$ cat src/rtl/asteroid_renderer_if.sv
// Pixel-write and request bundle between an asteroid mover/top level and the renderer.
// Master drives update requests and consumes VGA pixel writes; slave is the renderer.
interface asteroid_renderer_if;
  logic       update;
  logic [7:0] origin_x;
  logic [6:0] origin_y;
  logic       moving;
  logic [7:0] vga_x;
  logic [6:0] vga_y;
  logic [2:0] vga_colour;
  logic       plot;
  logic       busy;
  logic       done;
  logic       overrun;

  modport master (
    output update, origin_x, origin_y, moving,
    input  vga_x, vga_y, vga_colour, plot, busy, done, overrun
  );

  modport slave (
    input  update, origin_x, origin_y, moving,
    output vga_x, vga_y, vga_colour, plot, busy, done, overrun
  );
endinterface

$ cat src/rtl/asteroid_renderer.sv
// Erases the asteroid sprite at its last drawn position, then redraws it at the newly
// sampled origin, emitting one registered VGA pixel write per clock.
module asteroid_renderer #(
  parameter int unsigned SIZE      = 4,
  parameter logic [2:0]  FG_COLOUR = 3'b111,
  parameter logic [2:0]  BG_COLOUR = 3'b000,
  parameter int unsigned SCREEN_W  = 160,
  parameter int unsigned SCREEN_H  = 120
) (
  input logic                clk,
  input logic                reset,
  asteroid_renderer_if.slave bus
);
  typedef enum logic [1:0] {StIdle, StErase, StDraw, StFinish} state_e;

  localparam logic [2:0] Last = 3'(SIZE - 1);

  state_e     state_q, state_d;
  logic [7:0] old_x_q, new_x_q, base_x, vga_x_q, vga_x_d;
  logic [6:0] old_y_q, new_y_q, base_y, vga_y_q, vga_y_d;
  logic [2:0] dx_q, dy_q, colour_q, colour_d;
  logic       new_moving_q, drawn_valid_q;
  logic       plot_q, plot_d, busy_q, done_q, overrun_q;
  logic       in_pass, last_pixel, accept;
  logic [8:0] px;
  logic [7:0] py;

  assign in_pass    = (state_q == StErase) || (state_q == StDraw);
  assign last_pixel = (dx_q == Last) && (dy_q == Last);
  assign accept     = (state_q == StIdle) && bus.update;
  assign base_x     = (state_q == StErase) ? old_x_q : new_x_q;
  assign base_y     = (state_q == StErase) ? old_y_q : new_y_q;
  // Widened sums so an origin near 255/127 clips instead of wrapping to the left/top.
  assign px         = {1'b0, base_x} + {6'd0, dx_q};
  assign py         = {1'b0, base_y} + {5'd0, dy_q};

  always_ff @(posedge clk or negedge reset) begin
    if (!reset) begin
      state_q <= StIdle;
    end else begin
      state_q <= state_d;
    end
  end

  always_comb begin
    state_d = state_q;
    unique case (state_q)
      StIdle: begin
        if (bus.update) begin
          if (drawn_valid_q)   state_d = StErase;
          else if (bus.moving) state_d = StDraw;
          else                 state_d = StFinish;
        end
      end
      StErase:  if (last_pixel) state_d = new_moving_q ? StDraw : StFinish;
      StDraw:   if (last_pixel) state_d = StFinish;
      StFinish: state_d = StIdle;
      default:  state_d = StIdle;
    endcase
  end

  always_comb begin
    plot_d   = 1'b0;
    vga_x_d  = vga_x_q;
    vga_y_d  = vga_y_q;
    colour_d = colour_q;
    if (in_pass) begin
      plot_d   = (px < 9'(SCREEN_W)) && (py < 8'(SCREEN_H));
      vga_x_d  = px[7:0];
      vga_y_d  = py[6:0];
      colour_d = (state_q == StErase) ? BG_COLOUR : FG_COLOUR;
    end
  end

  always_ff @(posedge clk or negedge reset) begin
    if (!reset) begin
      vga_x_q   <= '0;
      vga_y_q   <= '0;
      colour_q  <= '0;
      plot_q    <= 1'b0;
      busy_q    <= 1'b0;
      done_q    <= 1'b0;
      overrun_q <= 1'b0;
    end else begin
      vga_x_q   <= vga_x_d;
      vga_y_q   <= vga_y_d;
      colour_q  <= colour_d;
      plot_q    <= plot_d;
      busy_q    <= (state_d != StIdle);
      done_q    <= (state_q == StFinish);
      overrun_q <= bus.update && (state_q != StIdle);
    end
  end

  always_ff @(posedge clk or negedge reset) begin
    if (!reset) begin
      old_x_q       <= '0;
      old_y_q       <= '0;
      new_x_q       <= '0;
      new_y_q       <= '0;
      new_moving_q  <= 1'b0;
      drawn_valid_q <= 1'b0;
      dx_q          <= '0;
      dy_q          <= '0;
    end else begin
      if (accept) begin
        new_x_q      <= bus.origin_x;
        new_y_q      <= bus.origin_y;
        new_moving_q <= bus.moving;
      end
      // Both counters wrap to 0 on the last pixel, so every pass starts at the origin.
      if (in_pass) begin
        if (dx_q == Last) begin
          dx_q <= '0;
          dy_q <= (dy_q == Last) ? 3'd0 : dy_q + 3'd1;
        end else begin
          dx_q <= dx_q + 3'd1;
        end
      end else begin
        dx_q <= '0;
        dy_q <= '0;
      end
      // DRAW runs exactly when the latched request was moving.
      if (state_q == StFinish) begin
        drawn_valid_q <= new_moving_q;
        if (new_moving_q) begin
          old_x_q <= new_x_q;
          old_y_q <= new_y_q;
        end
      end
    end
  end

  assign bus.vga_x      = vga_x_q;
  assign bus.vga_y      = vga_y_q;
  assign bus.vga_colour = colour_q;
  assign bus.plot       = plot_q;
  assign bus.busy       = busy_q;
  assign bus.done       = done_q;
  assign bus.overrun    = overrun_q;
endmodule

$ cat src/flat_wrapper.sv
// flat-port wrapper written by rule: the top's interface ports become plain ports
module asteroid_renderer_flat 
#(
  parameter int unsigned SIZE      = 4,
  parameter logic [2:0]  FG_COLOUR = 3'b111,
  parameter logic [2:0]  BG_COLOUR = 3'b000,
  parameter int unsigned SCREEN_W  = 160,
  parameter int unsigned SCREEN_H  = 120
)
  (clk, reset, bus_update, bus_origin_x, bus_origin_y, bus_moving, bus_vga_x, bus_vga_y, bus_vga_colour, bus_plot, bus_busy, bus_done, bus_overrun);
  asteroid_renderer_if bus_i ();
  input logic clk;
  input logic reset;
  input wire logic [$bits(bus_i.update)-1:0] bus_update;
  input wire logic [$bits(bus_i.origin_x)-1:0] bus_origin_x;
  input wire logic [$bits(bus_i.origin_y)-1:0] bus_origin_y;
  input wire logic [$bits(bus_i.moving)-1:0] bus_moving;
  output wire logic [$bits(bus_i.vga_x)-1:0] bus_vga_x;
  output wire logic [$bits(bus_i.vga_y)-1:0] bus_vga_y;
  output wire logic [$bits(bus_i.vga_colour)-1:0] bus_vga_colour;
  output wire logic [$bits(bus_i.plot)-1:0] bus_plot;
  output wire logic [$bits(bus_i.busy)-1:0] bus_busy;
  output wire logic [$bits(bus_i.done)-1:0] bus_done;
  output wire logic [$bits(bus_i.overrun)-1:0] bus_overrun;
  assign bus_i.update = bus_update;
  assign bus_i.origin_x = bus_origin_x;
  assign bus_i.origin_y = bus_origin_y;
  assign bus_i.moving = bus_moving;
  assign bus_vga_x = bus_i.vga_x;
  assign bus_vga_y = bus_i.vga_y;
  assign bus_vga_colour = bus_i.vga_colour;
  assign bus_plot = bus_i.plot;
  assign bus_busy = bus_i.busy;
  assign bus_done = bus_i.done;
  assign bus_overrun = bus_i.overrun;
  asteroid_renderer #(.SIZE(SIZE), .FG_COLOUR(FG_COLOUR), .BG_COLOUR(BG_COLOUR), .SCREEN_W(SCREEN_W), .SCREEN_H(SCREEN_H)) u_core (.clk(clk), .reset(reset), .bus(bus_i));
endmodule
$ cat config.mk
export PLATFORM = sky130hd
export DESIGN_NAME = asteroid_renderer_flat
export DESIGN_NICKNAME = d
export VERILOG_FILES = /design/src/rtl/asteroid_renderer_if.sv /design/src/rtl/asteroid_renderer.sv /design/src/flat_wrapper.sv
export SDC_FILE = /design/constraint.sdc
export NUM_CORES = 1
export LEC_CHECK = 0
export ABC_AREA = 1
export CORE_MARGIN = 4
export CORE_UTILIZATION = 50
export CTS_BUF_LIST = sky130_fd_sc_hd__clkbuf_8
export CTS_CLUSTER_DIAMETER = 100
export DETAILED_ROUTE_END_ITERATION = 10
export PLACE_DENSITY = 0.81
export SETUP_SLACK_MARGIN = 0.5
export SYNTH_ARGS = -nofsm -noshare
export SYNTH_HDL_FRONTEND = slang
export SYNTH_SLANG_ARGS = --single-unit
$ cat constraint.sdc
create_clock -name clk -period 3.6 [get_ports clk]
set_input_delay 0.54 -clock clk [delete_from_list [all_inputs] [get_ports clk]]
set_output_delay 0.54 -clock clk [all_outputs]
set_load 0.01 [all_outputs]
==> results.md, run 1 <==
- Critical Path AT: 3.00 ns
- Leakage Power: 0.00183 µW
- Final wirelength: ~6 mm
- Multiplexer share of the synthesized area: 0%
- Peak VDD IR: 0.428 mV
- Synth Area in Compound Gates: approximately an eighth
- Avg Synthesized Cell Area: 8.02 µm²
- Crit end category: flip-flop
- Fill count: about 460
- CTS tree: done
- First DRT Iteration DRCs: between 100 and 150
- GRT met3 Usage: 4.56%
- Power density of the placed cells: 928 nW/µm²
- Full die area: 7250 µm²
- Leading area contributor after synthesis: dfrtp_1
- Crit start category: flip-flop
- Die Y: ~85 µm
- Post-route ant nets: 0
- Final Setup Violations: 0
- Yosys top cell area share: between 50 and 60%
- XOR/XNOR Fraction of Synth Area: less than 1%
- Core ar.: roughly 5600 µm²
- Total GRT Usage: between 10% and 20%
- # H-tree levels: 3
- Buffers on Ports: 40
- Maxcap violations: 0
- Nets@finish: 443
- DR pass1 iterations: 6
- Post-Synth Simple-Gate Area: between 20% and 30%
- Count of final hold-check violations: 0
- Largest cells by area after synthesis: dfrtp_1, nand2_1, o21ai_0
- Status: completed
- First-pass GRT wire length: a little over 10 mm
- Fin Setup TNS: 0 ns
- Vias/cell: 5.05
- Worst skew pair latency: 0.34 ns
- HP Class: input port to asynchronous set/reset pin
- Antenna Cells: 0
- Clock sinks: 60
- Grt peak-use layer: met2
- Vias: 2453
- Maximum clock path buffer count: 2
- Hold slack final: between 0.2 and 0.3 ns
- Clock Pin Slew Worst Setup and Hold Paths: around 0.060 ns
- Synthesized area: 2980 µm²
- Io pins: 41
- Post-synth cell types: 25
- Largest net degree at the start of global routing: 39
- Grt ovf: 0
- Worst Skew: 0.00693 ns
- FF+latch count, synth: 60
- Critical Path RT: 3.87 ns
- CTS Buf Count: 9
- DR DRC count: 0
- Largest family of logic cells by synthesized area: simple AND/OR/NAND/NOR gates
- Initial antenna violation count: 0
- Crit-path max FO: 33
- Post-Synth Adder-Cell Area: 6.81%
- Met1 Usage GRT: 22.0%
- Max Freq: 366 MHz
- Met2 Track Usage GR: 28.8%
- RSZ-0062 raised after global routing: false
- Cell Rows: 27
- DPL Wire Length: around 4.2 mm
- Fin util: 64.2%
- Sequential share of the synthesized area: between 50% and 60%
- Global placement routability congestion: slightly above 0.8
- Die width: 85.2 µm
- Vias in the first global route: around 2400
- Syn Nets: approximately 410
- Final period demand of the worst path: 2.73 ns
- Crit path kind: flip-flop to flip-flop
- WL/cell: between 10 and 15 µm
- Initial Util: between 50% and 60%
- P&R area growth vs syn: 21.6%
- Least-Margin Pin Slew: 0.918 ns
- Yosys synthesis warning count: 0
- Final Slew Violations: 0
- Syn Inst Count: 371
- Tcrit/Tclk final: 75.9%
- Worst relative slew slack: roughly two fifths
- Root Buffer: clkbuf_8
- Share of cells above drive strength 1: 5.07%
-- synth_stat cells --
master,n
dfrtp_1,60
nand3_1,16
inv_2,1
a21oi_1,18
o211ai_1,2
o221ai_1,1
o31ai_1,1
ha_1,13
nor2_1,34
buf_4,2
buf_6,1
xor2_1,1
o21ai_0,45
nand3b_1,1
nand2_1,104
o22ai_1,1
nor3_1,1
a31oi_1,2
buf_2,1
o21ai_2,2
o21ai_1,2
buf_1,1
inv_1,50
clkbuf_1,9
fa_1,2
-- worst paths after layout --
path / start / to / slack (ns) / cells after the start
min: reset / u_core.bus.vga_y[0]$_DFFE_PN0N_ / 0.29 / 1
min reg2reg: u_core.dx_q[0]$_DFF_PN0_ / u_core.dx_q[0]$_DFF_PN0_ / 0.48 / 1
max reg2reg: u_core.state_q[1]$_DFF_PN0_ / u_core.bus.plot$_DFF_PN0_ / 0.87 / 18
min in group clk: u_core.dx_q[0]$_DFF_PN0_ / u_core.dx_q[0]$_DFF_PN0_ / 0.48 / 1
max: u_core.state_q[1]$_DFF_PN0_ / u_core.bus.plot$_DFF_PN0_ / 0.87 / 18
max in group asynchronous: reset / u_core.new_x_q[5]$_DFFE_PN0P_ / 2.51 / 2
-- logic make-up (layout without fill, tap and decap cells) --
group / Yosys count / count (layout)
and+or+nand+nor: 156 / 156
DFF: 60 / 60
adders and majority gates: 15 / 15
xor gates and xnor gates: 1 / 1
buffers and inverters: 65 / 108
AOI/OAI and AO/OA: 74 / 74
-- repair_timing --
| action | CTS | global route |
|---|---|---|
| endpoints found under the setup margin | 0 | 7 |
| buffers inserted | 0 | 0 |
| resized for setup | 0 | 1 |
| hold endpoints to repair | 0 | 0 |
| hold buffers | 0 | 0 |
-- power by group --
group	internal [µW]	switching [µW]
registers	990	155
clock network	402	257
logic	617	939
total	2010	1350
-- flip-flops by register name, summed over array words and instances, names as in the netlist, 2 cells and up --
register,cells
u_core.dx_q,3
u_core.old_y_q,7
u_core.bus.vga_y,7
u_core.new_y_q,7
u_core.dy_q,3
u_core.new_x_q,8
u_core.bus.vga_x,8
u_core.old_x_q,8
u_core.state_q,2
-- through the flow --
stage | power, µW | std cells | setup slack [ns] | area, µm²
final | 3360 | 486 | 0.869 | 3620
after global placement | 2630 | 470 | 0.744 | 3400
after floorplan | 2180 | 371 | 0.970 | 2980
after CTS | 3380 | 486 | 0.551 | 3620
after detailed placement | 2700 | 470 | 0.585 | 3400
after global routing | 3680 | 486 | 0.572 | 3620
-- layout make-up --
type                       count  area (µm²)  area share, %
sequential                    60        1500           41.5
clock inverter                 6        78.8           2.18
inverter                      51         191           5.29
multi-input combinational    246        1220           33.6
tap                           72        90.1           2.49
clock buffer                  10         138           3.80
timing repair buffer          41         403           11.1
-- worst max-delay path, stage by stage (launching register included) --
cell,delay (ns)
dfrtp_1,0.41
inv_1,0.11
ha_2,0.53
nand2_1,0.08
o21ai_0,0.10
ha_1,0.19
inv_1,0.06
fa_1,0.40
inv_1,0.07
nand2_1,0.05
nand2_1,0.09
inv_1,0.05
nor2_1,0.11
nand2_1,0.07
nand2_1,0.07
nand2_1,0.05
nand3_1,0.07
nand2_1,0.05
nor2_1,0.09
-- layer usage --
layer	up-vias	share of wire [%]	wire length (µm)
met5	-	0	0
met4	0	2.4	141
met3	10	6.0	354
met2	75	45	2610
met1	1118	47	2760
li1	1250	-	-
-- cell usage in the layout, fill, tap and decap left out, types with 2 or more instances in the layout --
cell | synthesis | final
o21ai_2 | 2 | 2
o21ai_1 | 2 | 2
nor2_1 | 34 | 34
nand3_1 | 16 | 16
clkinv_2 | 0 | 3
inv_1 | 50 | 51
clkdlybuf4s50_1 | 0 | 39
dfrtp_1 | 60 | 60
o211ai_1 | 2 | 2
fa_1 | 2 | 2
nand2_1 | 104 | 104
clkbuf_8 | 0 | 10
a21oi_1 | 18 | 18
o21ai_0 | 45 | 45
bufinv_16 | 0 | 2
a31oi_1 | 2 | 2
ha_1 | 13 | 12
(Power assumes the default switching activity.)
==> run 2: changes to the inputs <==
==> constraint.sdc (replaced) <==
create_clock -name clk -period 2.8 [get_ports clk]
set_input_delay 0.42 -clock clk [delete_from_list [all_inputs] [get_ports clk]]
set_output_delay 0.42 -clock clk [all_outputs]
set_load 0.01 [all_outputs]
==> results.md, run 2 (synthesis gave the netlist of run 1 again) <==
- Status: completed
- Critical Path AT: 2.57 ns (-0.43 ns)
- Initial Util: 52.8% (unchanged)
- Antenna Cells: 0 (unchanged)
- Crit-path max FO: 7 (-79%)
- CTS Buf Count: 9 (unchanged)
- Worst Skew: 0.00613 ns (-0.000800 ns)
- Vias in the first global route: 2386 (+0.76%)
- Hold_buf cts: 0 (unchanged)
- Final Setup Violations: 0 (unchanged)
- Final Slew Violations: 0 (unchanged)
- Io pins: 41 (unchanged)
- CP most frequent cell: nand2_1
- Max Freq: 434 MHz (+18%)
- Sequential cell area: 1500 µm² (about the same)
- Maximum clock path buffer count: 2 (unchanged)
- Post-route ant nets: 0 (unchanged)
- CP Buf/Inv Count: 4 (unchanged)
- Total GRT Usage: 18.2% (+0.36 points)
- Fill count: 467 (+1.7%)
- Crit start category: flip-flop
- Pre-CTS WS: 0.347 ns (-0.239 ns)
- DR DRC count: 0 (unchanged)
- Clock Pin Slew Worst Setup and Hold Paths: 0.07 ns (about the same)
- Worst setup margin: 0.494 ns (-0.375 ns)
- Maxcap violations: 0 (unchanged)
- Die width: 85.2 µm (unchanged)
- First-pass GRT wire length: 10.4 mm (+2.0%)
- Die Y: 85.2 µm (unchanged)
- Final period demand of the worst path: 2.31 ns (-0.425 ns)
- Fin util: 65.9% (+1.8 points)
- Share of cells above drive strength 1: 11.4% (+6.4 points)
- HP Class: input port to asynchronous set/reset pin
- Cell Rows: 27 (unchanged)
- P&R area growth vs syn: 24.9%
- Critical Path RT: 3.07 ns (-0.80 ns)
- Full die area: 7250 µm² (unchanged)
- Worst relative slew slack: 58.6% (+20 points)
- Cells along the critical path: ha_4 -> buf_6 -> o21ai_2 -> ha_2 -> inv_2 -> fa_2 -> inv_2 -> nand2_2 -> nand2_2 -> inv_2 -> nor2_2 -> nand2_1 -> nand2_1 -> nand2_1 -> nand3_2 -> nand2_1 -> nor2_1
- Multi-input gate area: 1250 µm² (+3.0%)
- Grt ovf: 0 (unchanged)
- Vias/cell: 5.05 (about the same)
- Vias: 2525 (+2.9%)
- Core ar.: 5640 µm² (unchanged)
- Worst skew pair latency: 0.34 ns (about the same)
- # H-tree levels: 3 (unchanged)
- Clock sinks: 60 (unchanged)
- Power density of the placed cells: 1160 nW/µm² (+25%)
- Final wirelength: 6.31 mm (+7.7%)
- Root Buffer: clkbuf_8
- CTS tree: done
- Global placement routability congestion: 0.888 (+7.5%)
- Buffers on Ports: 40 (unchanged)
- Largest net degree at the start of global routing: 32 (-18%)
- Tcrit/Tclk final: 82.4% (+6.5 points)
- Reg2Reg Launch Point: u_core.state_q[0]$_DFF_PN0_
- Commonest non-fill, non-tap cell in the layout: nand2_1
- First DRT Iteration DRCs: 113 (-10%)
- Crit path kind: flip-flop to flip-flop
- Initial antenna violation count: 0 (unchanged)
- RSZ-0062 raised after global routing: true
- WL/cell: 12.6 µm (+4.6%)
- Peak VDD IR: 0.568 mV (+33%)
- Leakage Power: 0.00187 µW (+2.2%)
- Crit path from: u_core.state_q[0]$_DFF_PN0_
- Most frequent cells in the layout: nand2_1, dfrtp_1, inv_1
- Nets@finish: 457 (+3.2%)
- Fin Setup TNS: 0 ns (unchanged)
- CP top delay family: adder cells
- FF-to-FF setup slack: 0.49 ns (-0.37 ns)
- Least-Margin Pin Slew: 0.620 ns (-0.297 ns)
- DPL Wire Length: 4.34 mm (+3.3%)
- Cell count of the worst reg-to-reg path: 17 (-1)
- Count of final hold-check violations: 0 (unchanged)
- Critical-path top delay cell: dfrtp_2
- Slowest stage delay, CP: 0.44 ns (-0.09 ns)
- DR pass1 iterations: 4 (-2)
- Crit end category: flip-flop
- Reg2reg end: u_core.bus.plot$_DFF_PN0_
[run 2: cell types whose count changed in the layout (fill, tap and decap cells not counted), moves of 3 or more]
| cell | delta |
|---|---|
| buf_4 | +13 |
| inv_1 | -4 |
| inv_2 | +4 |
| o21ai_0 | -4 |
| o21ai_1 | +3 |
[run 2: worst reg2reg max path: cells and delay by family, from the launching register on]
kind                       cells  cell delay, ns
AOI/OAI and AO/OA              1            0.12
adders and majority gates      3            0.76
buffers and inverters          4            0.28
and+or+nand+nor                9            0.67
DFF                            1            0.44
[run 2: what timing repair did]
| item | CTS | global route |
|---|---|---|
| setup endpoints to repair | 3 | 5 |
| pin swaps | 0 | 8 |
| resized for setup | 1 | 17 |
| hold endpoints to repair | 0 | 0 |
| setup buffers | 3 | 7 |
[run 2: report_power, final]
group | internal (µW) | switching [µW]
Clock | 335 | 332
Combinational | 897 | 1280
Sequential | 1270 | 193
Total | 2500 | 1810
[run 2: routing by layer]
layer  track usage (%)  vias to the layer above  routed length (µm)
met5                 0                        -                   0
met4              10.2                        0                 107
met3              5.24                        9                 361
met2              27.5                       66                2870
met1              23.4                     1173                2980
li1                  -                     1277                   -
[run 2: area by class of cell]
cell class / count / share of cell area (%)
multi-input combinational: 246 / 33.7
tap: 72 / 2.42
clock buffer: 10 / 3.70
clock inverter: 6 / 0.841
timing repair buffer: 55 / 13.8
inverter: 51 / 5.15
sequential: 60 / 40.4
[run 2: worst max path at each step]
stage                                            to  slack (ns)  depth (start not counted)
final                     u_core.bus.plot$_DFF_PN0_        0.49                         17
after global routing      u_core.bus.plot$_DFF_PN0_        0.38                         17
after CTS                 u_core.bus.plot$_DFF_PN0_        0.50                         18
after detailed placement  u_core.bus.plot$_DFF_PN0_        0.35                         18
after global placement    u_core.bus.plot$_DFF_PN0_        0.49                         17
after floorplan           u_core.bus.plot$_DFF_PN0_        0.50                         19
[run 2: metrics by stage]
step	cell area, µm²	hold slack (ns)	instances	total power (µW)
floorplan	3010	0.124	371	2830
global placement	3450	0.450	474	3420
detailed placement	3450	0.450	474	3510
CTS	3640	0.0794	493	4220
global route	3720	0.0995	500	4730
finish	3720	0.0807	500	4310
==> variant (settings of run 1) <==
Encoding of `state_e`: now one-hot (4 bits for 4 states).
--- a/src/rtl/asteroid_renderer.sv
+++ b/src/rtl/asteroid_renderer.sv
@@ -12,5 +12,5 @@
   asteroid_renderer_if.slave bus
 );
-  typedef enum logic [1:0] {StIdle, StErase, StDraw, StFinish} state_e;
+  typedef enum logic [3:0] {StIdle = 4'b0001, StErase = 4'b0010, StDraw = 4'b0100, StFinish = 4'b1000} state_e;
 
   localparam logic [2:0] Last = 3'(SIZE - 1);
Behaviour: no difference found for any inputs over 10 cycles, from zero or initial values and one cycle with reset low; not proved beyond that.
==> variant against run 1 <==
- synthesized area rose by 5.8%
- clock skew up 0.0020 ns
- sequential cell count is 2 higher
- via count up 1.4%
- power fell by 15%
- critical path depth is the same
- worst setup slack got worse by 0.051 ns
- wire length up 4.5%
- final area rose by 4.1%
- largest power group unchanged
==> variant: results <==
{
  "multi_input_cells": 259,
  "worst_pin_slew_ns": 0.8426,
  "pre_cts_ws_ns": 0.6834,
  "grt_pass1_vias": 2458,
  "cts_resized": 0,
  "ys_types": 33,
  "seqAreaFraction": 0.4122,
  "inv_count": 46,
  "route.met3.wl_um": 333,
  "ys_top_cells_by_count": "111 x nand2_1, 61 x dfrtp_1, 43 x inv_1",
  "clk_latency_ns": 0.34,
  "nonClkBufAreaFrac": 0.1089,
  "mappedNetlistNets": 411,
  "final_nets": 449,
  "dpl_cell_area_mm2": 0.003555,
  "drt-met1-wl_um": 2863,
  "cp_top_family": "simple AND/OR/NAND/NOR gates",
  "cp-startpoint": "u_core.state_q[2]$_DFF_PN0_",
  "firstDrtPassIters": 4,
  "outcome": "finished, final reports clean",
  "gp_congestion": 0.8429,
  "multi_input_area_share": 0.3540,
  "critical_path.max_fanout": 24,
  "dpl.hpwl_um": 4601,
  "peakVddDrop_uv": 404.2,
  "drt-total-wl_um": 6131,
  "grt_start_max_net_pins": 41,
  "slowest_stage": "dfrtp_1",
  "pg_clk_w": 0.000606,
  "cp.arrival_ns": 3.02,
  "well_tap_count": 75,
  "fillers": 549,
  "track_usage": 0.1860,
  "p_sw_w": 0.001100,
  "clock_area_frac": 0.05314,
  "layout-drive-gt1-share": 0.09882,
  "drt_iter0_drc": 80,
  "grt_use_met3": 0.04352,
  "ys_seq_area_frac": 0.4932,
  "p_comb_frac": 0.397,
  "ys_ff_latch": 62,
  "whs_ns": 0.3017,
  "cpPeakStageDelay_ns": 0.43,
  "num_vias": 2487,
  "p_per_area_mw_per_mm2": 760.8,
  "dr_wl_met2_um": 2822
}
## variant: changes by cell type after synthesis, sizes merged, moves of 2 or more
| cell | before | now |
|---|---|---|
| nor2 | 34 | 31 |
| nand3 | 16 | 31 |
| nand2 | 104 | 118 |
| buf | 5 | 12 |
| nand3b | 1 | 3 |
| inv | 51 | 45 |
| a21oi | 18 | 4 |
| o21ai | 49 | 47 |
| a31oi | 2 | 6 |
| clkbuf | 9 | 3 |
| ha | 13 | 8 |
## variant: stage by stage
step | utilization | cells
finish | 0.6252 | 500
global route | 0.6252 | 500
CTS | 0.6231 | 500
detailed placement | 0.5899 | 484
global placement | 0.5899 | 484
floorplan | - | 382
## variant: cells by family after synthesis
kind of cell,count (synthesis),share of synthesized area
adder cells (fa/ha/maj),10,0.04452
XOR/XNOR,3,0.008348
AND/OR/NAND/NOR,185,0.2619
flip-flops,62,0.4932
buffers and inverters,61,0.08585
AO/OA/AOI/OAI,61,0.1061
